[src/rtl/hazard_controller.sv]
// Pipeline hazard controller: resolves load-use, branch redirect and cache
// miss stalls into stage-register enables/flushes, tracks a pending I-miss
// across D-miss waits, and counts stall and flush cycles.
module hazard_controller #(
  parameter int unsigned CNT_W = 32
) (
  input  logic             clk,
  input  logic             reset,
  input  logic [4:0]       in_IFID_rs1,
  input  logic [4:0]       in_IFID_rs2,
  input  logic [4:0]       in_IDEX_rd,
  input  logic             in_IDEX_mem_read,
  input  logic             in_EX_branch_taken,
  input  logic             in_icache_miss,
  input  logic             in_icache_ready,
  input  logic             in_dcache_miss,
  input  logic             in_dcache_ready,
  output logic             out_PC_write,
  output logic             out_IFID_write,
  output logic             out_IDEX_write,
  output logic             out_EXMEM_write,
  output logic             out_IFID_flush,
  output logic             out_IDEX_flush,
  output logic             out_MEMWB_flush,
  output logic [1:0]       out_state,
  output logic [CNT_W-1:0] out_stall_cycles,
  output logic [CNT_W-1:0] out_flush_count
);

  typedef enum logic [1:0] {
    StRun     = 2'd0,
    StImiss   = 2'd1,
    StMemWait = 2'd2
  } state_e;

  state_e     state_q, state_d;
  logic       imiss_pending_q, imiss_pending_d;
  logic       load_use, dstall, branch, istall;
  logic [CNT_W-1:0] stall_cnt_q, flush_cnt_q;

  // Per-cycle hazard conditions, already resolved by priority.
  always_comb begin
    load_use = in_IDEX_mem_read && (in_IDEX_rd != 5'd0) &&
               ((in_IDEX_rd == in_IFID_rs1) || (in_IDEX_rd == in_IFID_rs2));
    dstall   = (((state_q == StRun) || (state_q == StImiss)) && in_dcache_miss) ||
               ((state_q == StMemWait) && !in_dcache_ready);
    branch   = in_EX_branch_taken && !dstall;
    istall   = !dstall && !branch && !load_use &&
               (((state_q == StImiss) && !in_icache_ready) ||
                ((state_q == StRun) && in_icache_miss));
  end

  // Stage enables and bubble insertion; reset forces everything frozen/flushed.
  always_comb begin
    out_PC_write    = 1'b1;
    out_IFID_write  = 1'b1;
    out_IDEX_write  = 1'b1;
    out_EXMEM_write = 1'b1;
    out_IFID_flush  = 1'b0;
    out_IDEX_flush  = 1'b0;
    out_MEMWB_flush = 1'b0;
    if (reset) begin
      out_PC_write    = 1'b0;
      out_IFID_write  = 1'b0;
      out_IDEX_write  = 1'b0;
      out_EXMEM_write = 1'b0;
      out_IFID_flush  = 1'b1;
      out_IDEX_flush  = 1'b1;
      out_MEMWB_flush = 1'b1;
    end else if (dstall) begin
      out_PC_write    = 1'b0;
      out_IFID_write  = 1'b0;
      out_IDEX_write  = 1'b0;
      out_EXMEM_write = 1'b0;
      out_MEMWB_flush = 1'b1;
    end else if (branch) begin
      out_IFID_flush  = 1'b1;
      out_IDEX_flush  = 1'b1;
    end else if (load_use) begin
      out_PC_write    = 1'b0;
      out_IFID_write  = 1'b0;
      out_IDEX_flush  = 1'b1;
    end else if (istall) begin
      out_PC_write    = 1'b0;
      out_IFID_flush  = 1'b1;
    end
  end

  // Next-state and pending I-miss tracking.
  always_comb begin
    state_d = state_q;
    case (state_q)
      StRun: begin
        if (in_dcache_miss)          state_d = StMemWait;
        else if (in_EX_branch_taken) state_d = StRun;
        else if (in_icache_miss)     state_d = StImiss;
      end
      StImiss: begin
        if (in_dcache_miss)                             state_d = StMemWait;
        else if (in_EX_branch_taken || in_icache_ready) state_d = StRun;
      end
      StMemWait: begin
        if (in_dcache_ready) begin
          // A redirect makes any outstanding fetch miss irrelevant.
          if (in_EX_branch_taken)                        state_d = StRun;
          else if (imiss_pending_q && !in_icache_ready)  state_d = StImiss;
          else                                           state_d = StRun;
        end
      end
      default: state_d = StRun;
    endcase

    imiss_pending_d = imiss_pending_q;
    if (in_icache_ready || branch) begin
      imiss_pending_d = 1'b0;
    end else if (in_icache_miss && (state_q != StImiss)) begin
      imiss_pending_d = 1'b1;
    end
  end

  // State registers.
  always_ff @(posedge clk or posedge reset) begin
    if (reset) begin
      state_q         <= StRun;
      imiss_pending_q <= 1'b0;
    end else begin
      state_q         <= state_d;
      imiss_pending_q <= imiss_pending_d;
    end
  end

  // Saturating performance counters.
  always_ff @(posedge clk or posedge reset) begin
    if (reset) begin
      stall_cnt_q <= '0;
      flush_cnt_q <= '0;
    end else begin
      if (!out_PC_write && (stall_cnt_q != '1)) stall_cnt_q <= stall_cnt_q + CNT_W'(1);
      if (branch && (flush_cnt_q != '1))        flush_cnt_q <= flush_cnt_q + CNT_W'(1);
    end
  end

  assign out_state        = state_q;
  assign out_stall_cycles = stall_cnt_q;
  assign out_flush_count  = flush_cnt_q;

endmodule

[config.mk]
export PLATFORM = sky130hd
export DESIGN_NAME = hazard_controller
export DESIGN_NICKNAME = d
export VERILOG_FILES = /design/src/rtl/hazard_controller.sv
export SDC_FILE = /design/constraint.sdc
export NUM_CORES = 1
export LEC_CHECK = 0
export BUFFER_PORTS_ARGS = -buffer_cell sky130_fd_sc_hd__clkbuf_2
export CORE_MARGIN = 1
export CORE_UTILIZATION = 40
export DETAILED_ROUTE_END_ITERATION = 7
export SLEW_MARGIN = 40
export SYNTH_ARGS = -nofsm -noshare
export SYNTH_HDL_FRONTEND = slang
export SYNTH_SLANG_ARGS = --single-unit
[constraint.sdc]
create_clock -name clk -period 11.4 [get_ports clk]
set_input_delay 3.42 -clock clk [delete_from_list [all_inputs] [get_ports clk]]
set_output_delay 3.42 -clock clk [all_outputs]
set_load 0.03 [all_outputs]
==> out/results.ini <==
[route]
route.antenna.remaining_nets = 0
routed_wl_mm = 7.30
drtIter0Drc = 89
via_count = 2675
first_pass_iters = 4
via_per_inst = 5.09
routedWlPerCell_um = 13.9
drc_errors = 0

[clock_network]
cts.sinks = 67
cts_tree = done
hold_buffers = 0
root_buffer = clkbuf_8
clock_path_buffers = 2
cts_buffers = 9
cts_htree_levels = 3
cts_setup_buffers = 0
clk_pin_slew_ns = 0.07
post_cts_resized = 0
clk_latency_ns = 0.34

[logic_synthesis]
synth-edff-count = 0
syn_inst = 317
synthDistinctLibCells = 44
ys_top_cells_by_area = dfrtp_1 (50%), xnor2_1 (12%), xor2_1 (7.1%)
yosys_warnings = 0
ys_ff_latch = 67
netlist.area_leader.share = 0.502
synth.largest_area_cell = dfrtp_1
yosysSeqAreaShare = 0.502
async_reset_ff_frac = 1.00
synth-main-ff-cell = dfrtp_1
synthesis.nets = 342
postSynthAreaPerCell_um2 = 10.5
synth_area_um2 = 3340

[die]
dieArea_um2 = 8720
die_h_um = 93.4
io_pins = 96
start_util = 0.423
core.rowCount = 32
core-area_um2 = 7890
dieWidth_um = 93.4

[sta]
layout_setup_ws_ns = 3.08
min_period_ns = 8.32
hold_violations = 0
skew_ns = 0.00700
slew_headroom = 0.496
max_freq_mhz = 120
tightest_slew_ns = 0.750
rsz0062_at_grt = no
whs_ns = 0.490
setup_violations = 0
tns_ns = 0
maxSlewViolCount = 0
fin_crit_sh = 0.730

[layout]
areaGrowthSynthToFinish_pct = 22.6
final_cell_mix = clkbuf_2 (95), dfrtp_1 (67), xnor2_1 (44)
fillCellCount = 754
n_antenna_cell = 0
final_area_um2 = 4090
final_common_cell = clkbuf_2
fin_util = 0.519
layout-drive-gt1-share = 0.292
fin_nets = 445

[global_routing]
grt_start_max_net_pins = 68
grt_pass1_wl_mm = 12.4
first_global_vias = 2590
grt_usage = 0.184
grt_overflow = 0
antenna_found_initial = 0

[place]
pre_cts_ws_ns = 3.06
port_buffers = 95
place_hpwl_mm = 5.46
gp_congestion = 0.741
placed_area_um2 = 3930

[flow_run]
cap_violations = 0

[pwr]
p_leak_uw = 0.00195
vdd_drop_max_uv = 133
power.density_nw_per_um2 = 169

[setup_path]
start_kind = primary input
end_kind = output pin
worstPathRequired_ns = 7.98
crit_fanout = 5
path_class = primary input to output pin
arrival_ns = 4.90

[min_path]
hp-class = flip-flop to flip-flop

[status]
outcome = completed

routing by layer:
metal,vias up,share of wire,track usage,wire (um)
li1,1296,-,-,-
met4,0,0.0096,0.0462,70
met2,78,0.51,0.314,3690
met1,1295,0.43,0.225,3130
met5,-,0,0,0
met3,6,0.056,0.0577,410
state kept, by name, summed over array words and instances, names as in the netlist:
register	flops
out_stall_cycles	32
out_state	2
out_flush_count	32
imiss_pending_q	1
power by group:
part           switching (uW)  internal [uW]  leakage [uW]
clock network            91.4           82.4     0.0000839
registers                46.7            272      0.000874
logic                     133           66.4      0.000995
total                     271            420       0.00195
worst max-delay path, cell delays in order:
cell       delay, ns
clkbuf_2        0.11
or4_1           0.51
o21a_1          0.24
o21ai_1         0.16
o2bb2ai_2       0.19
clkbuf_2        0.27
final timing paths:
| kind | startpoint | endpoint | slack, ns | cells after the start |
|---|---|---|---|---|
| worst min-delay path | out_flush_count[15] | out_flush_count[15] | 0.49 | 1 |
| max in group asynchronous | reset | out_stall_cycles[21] | 7.74 | 3 |
| min in group asynchronous | reset | out_state[1] | 3.26 | 3 |
| worst max register to register | out_stall_cycles[14] | out_stall_cycles[1] | 8.74 | 6 |
| worst min register to register | out_flush_count[15] | out_flush_count[15] | 0.49 | 1 |
| worst max-delay path | in_IDEX_rd[1] | out_PC_write | 3.08 | 6 |
cell usage after synthesis, types with 2 or more instances:
| master | instances |
|---|---|
| nor2_1 | 27 |
| xnor2_1 | 44 |
| nand4_1 | 16 |
| nor3_1 | 10 |
| ha_1 | 2 |
| dfrtp_1 | 67 |
| nand2_1 | 27 |
| o21ai_0 | 2 |
| mux2_2 | 3 |
| and3_1 | 9 |
| nand3_1 | 27 |
| nor4_1 | 4 |
| nor2b_1 | 3 |
| o21a_1 | 2 |
| a21oi_1 | 3 |
| or3b_2 | 2 |
| inv_1 | 12 |
| xor2_1 | 27 |
| and4_1 | 5 |
per-stage QoR:
step           total power [uW]  instances
5_1_grt                     735        526
3_3_place_gp                519        511
3_5_place_dp                524        511
4_1_cts                     700        526
6_report                    691        526
2_1_floorplan               460        317
kinds of logic (layout without fill, tap and decap cells):
logic type                 after synthesis  count (layout)  share of synthesized area
xor gates and xnor gates                72              72                      0.191
and+or+nand+nor                        142             142                      0.230
buffers and inverters                   16             123                     0.0217
muxes                                    3               3                     0.0101
DFF                                     67              67                      0.502
AOI/OAI and AO/OA                       15              15                     0.0378
adders and majority gates                2               2                    0.00749
final cells by class:
cell class | instances | area, um^2 | share of cell area
flip-flops and latches | 67 | 1680 | 0.410
inverters | 12 | 45.0 | 0.0110
clock inverters | 5 | 30.0 | 0.00733
repair buffers | 96 | 487 | 0.119
clock buffers | 10 | 138 | 0.0336
well taps | 102 | 128 | 0.0312
multi-input cells | 234 | 1590 | 0.388
No activity file was read; power rests on OpenSTA's default activity.
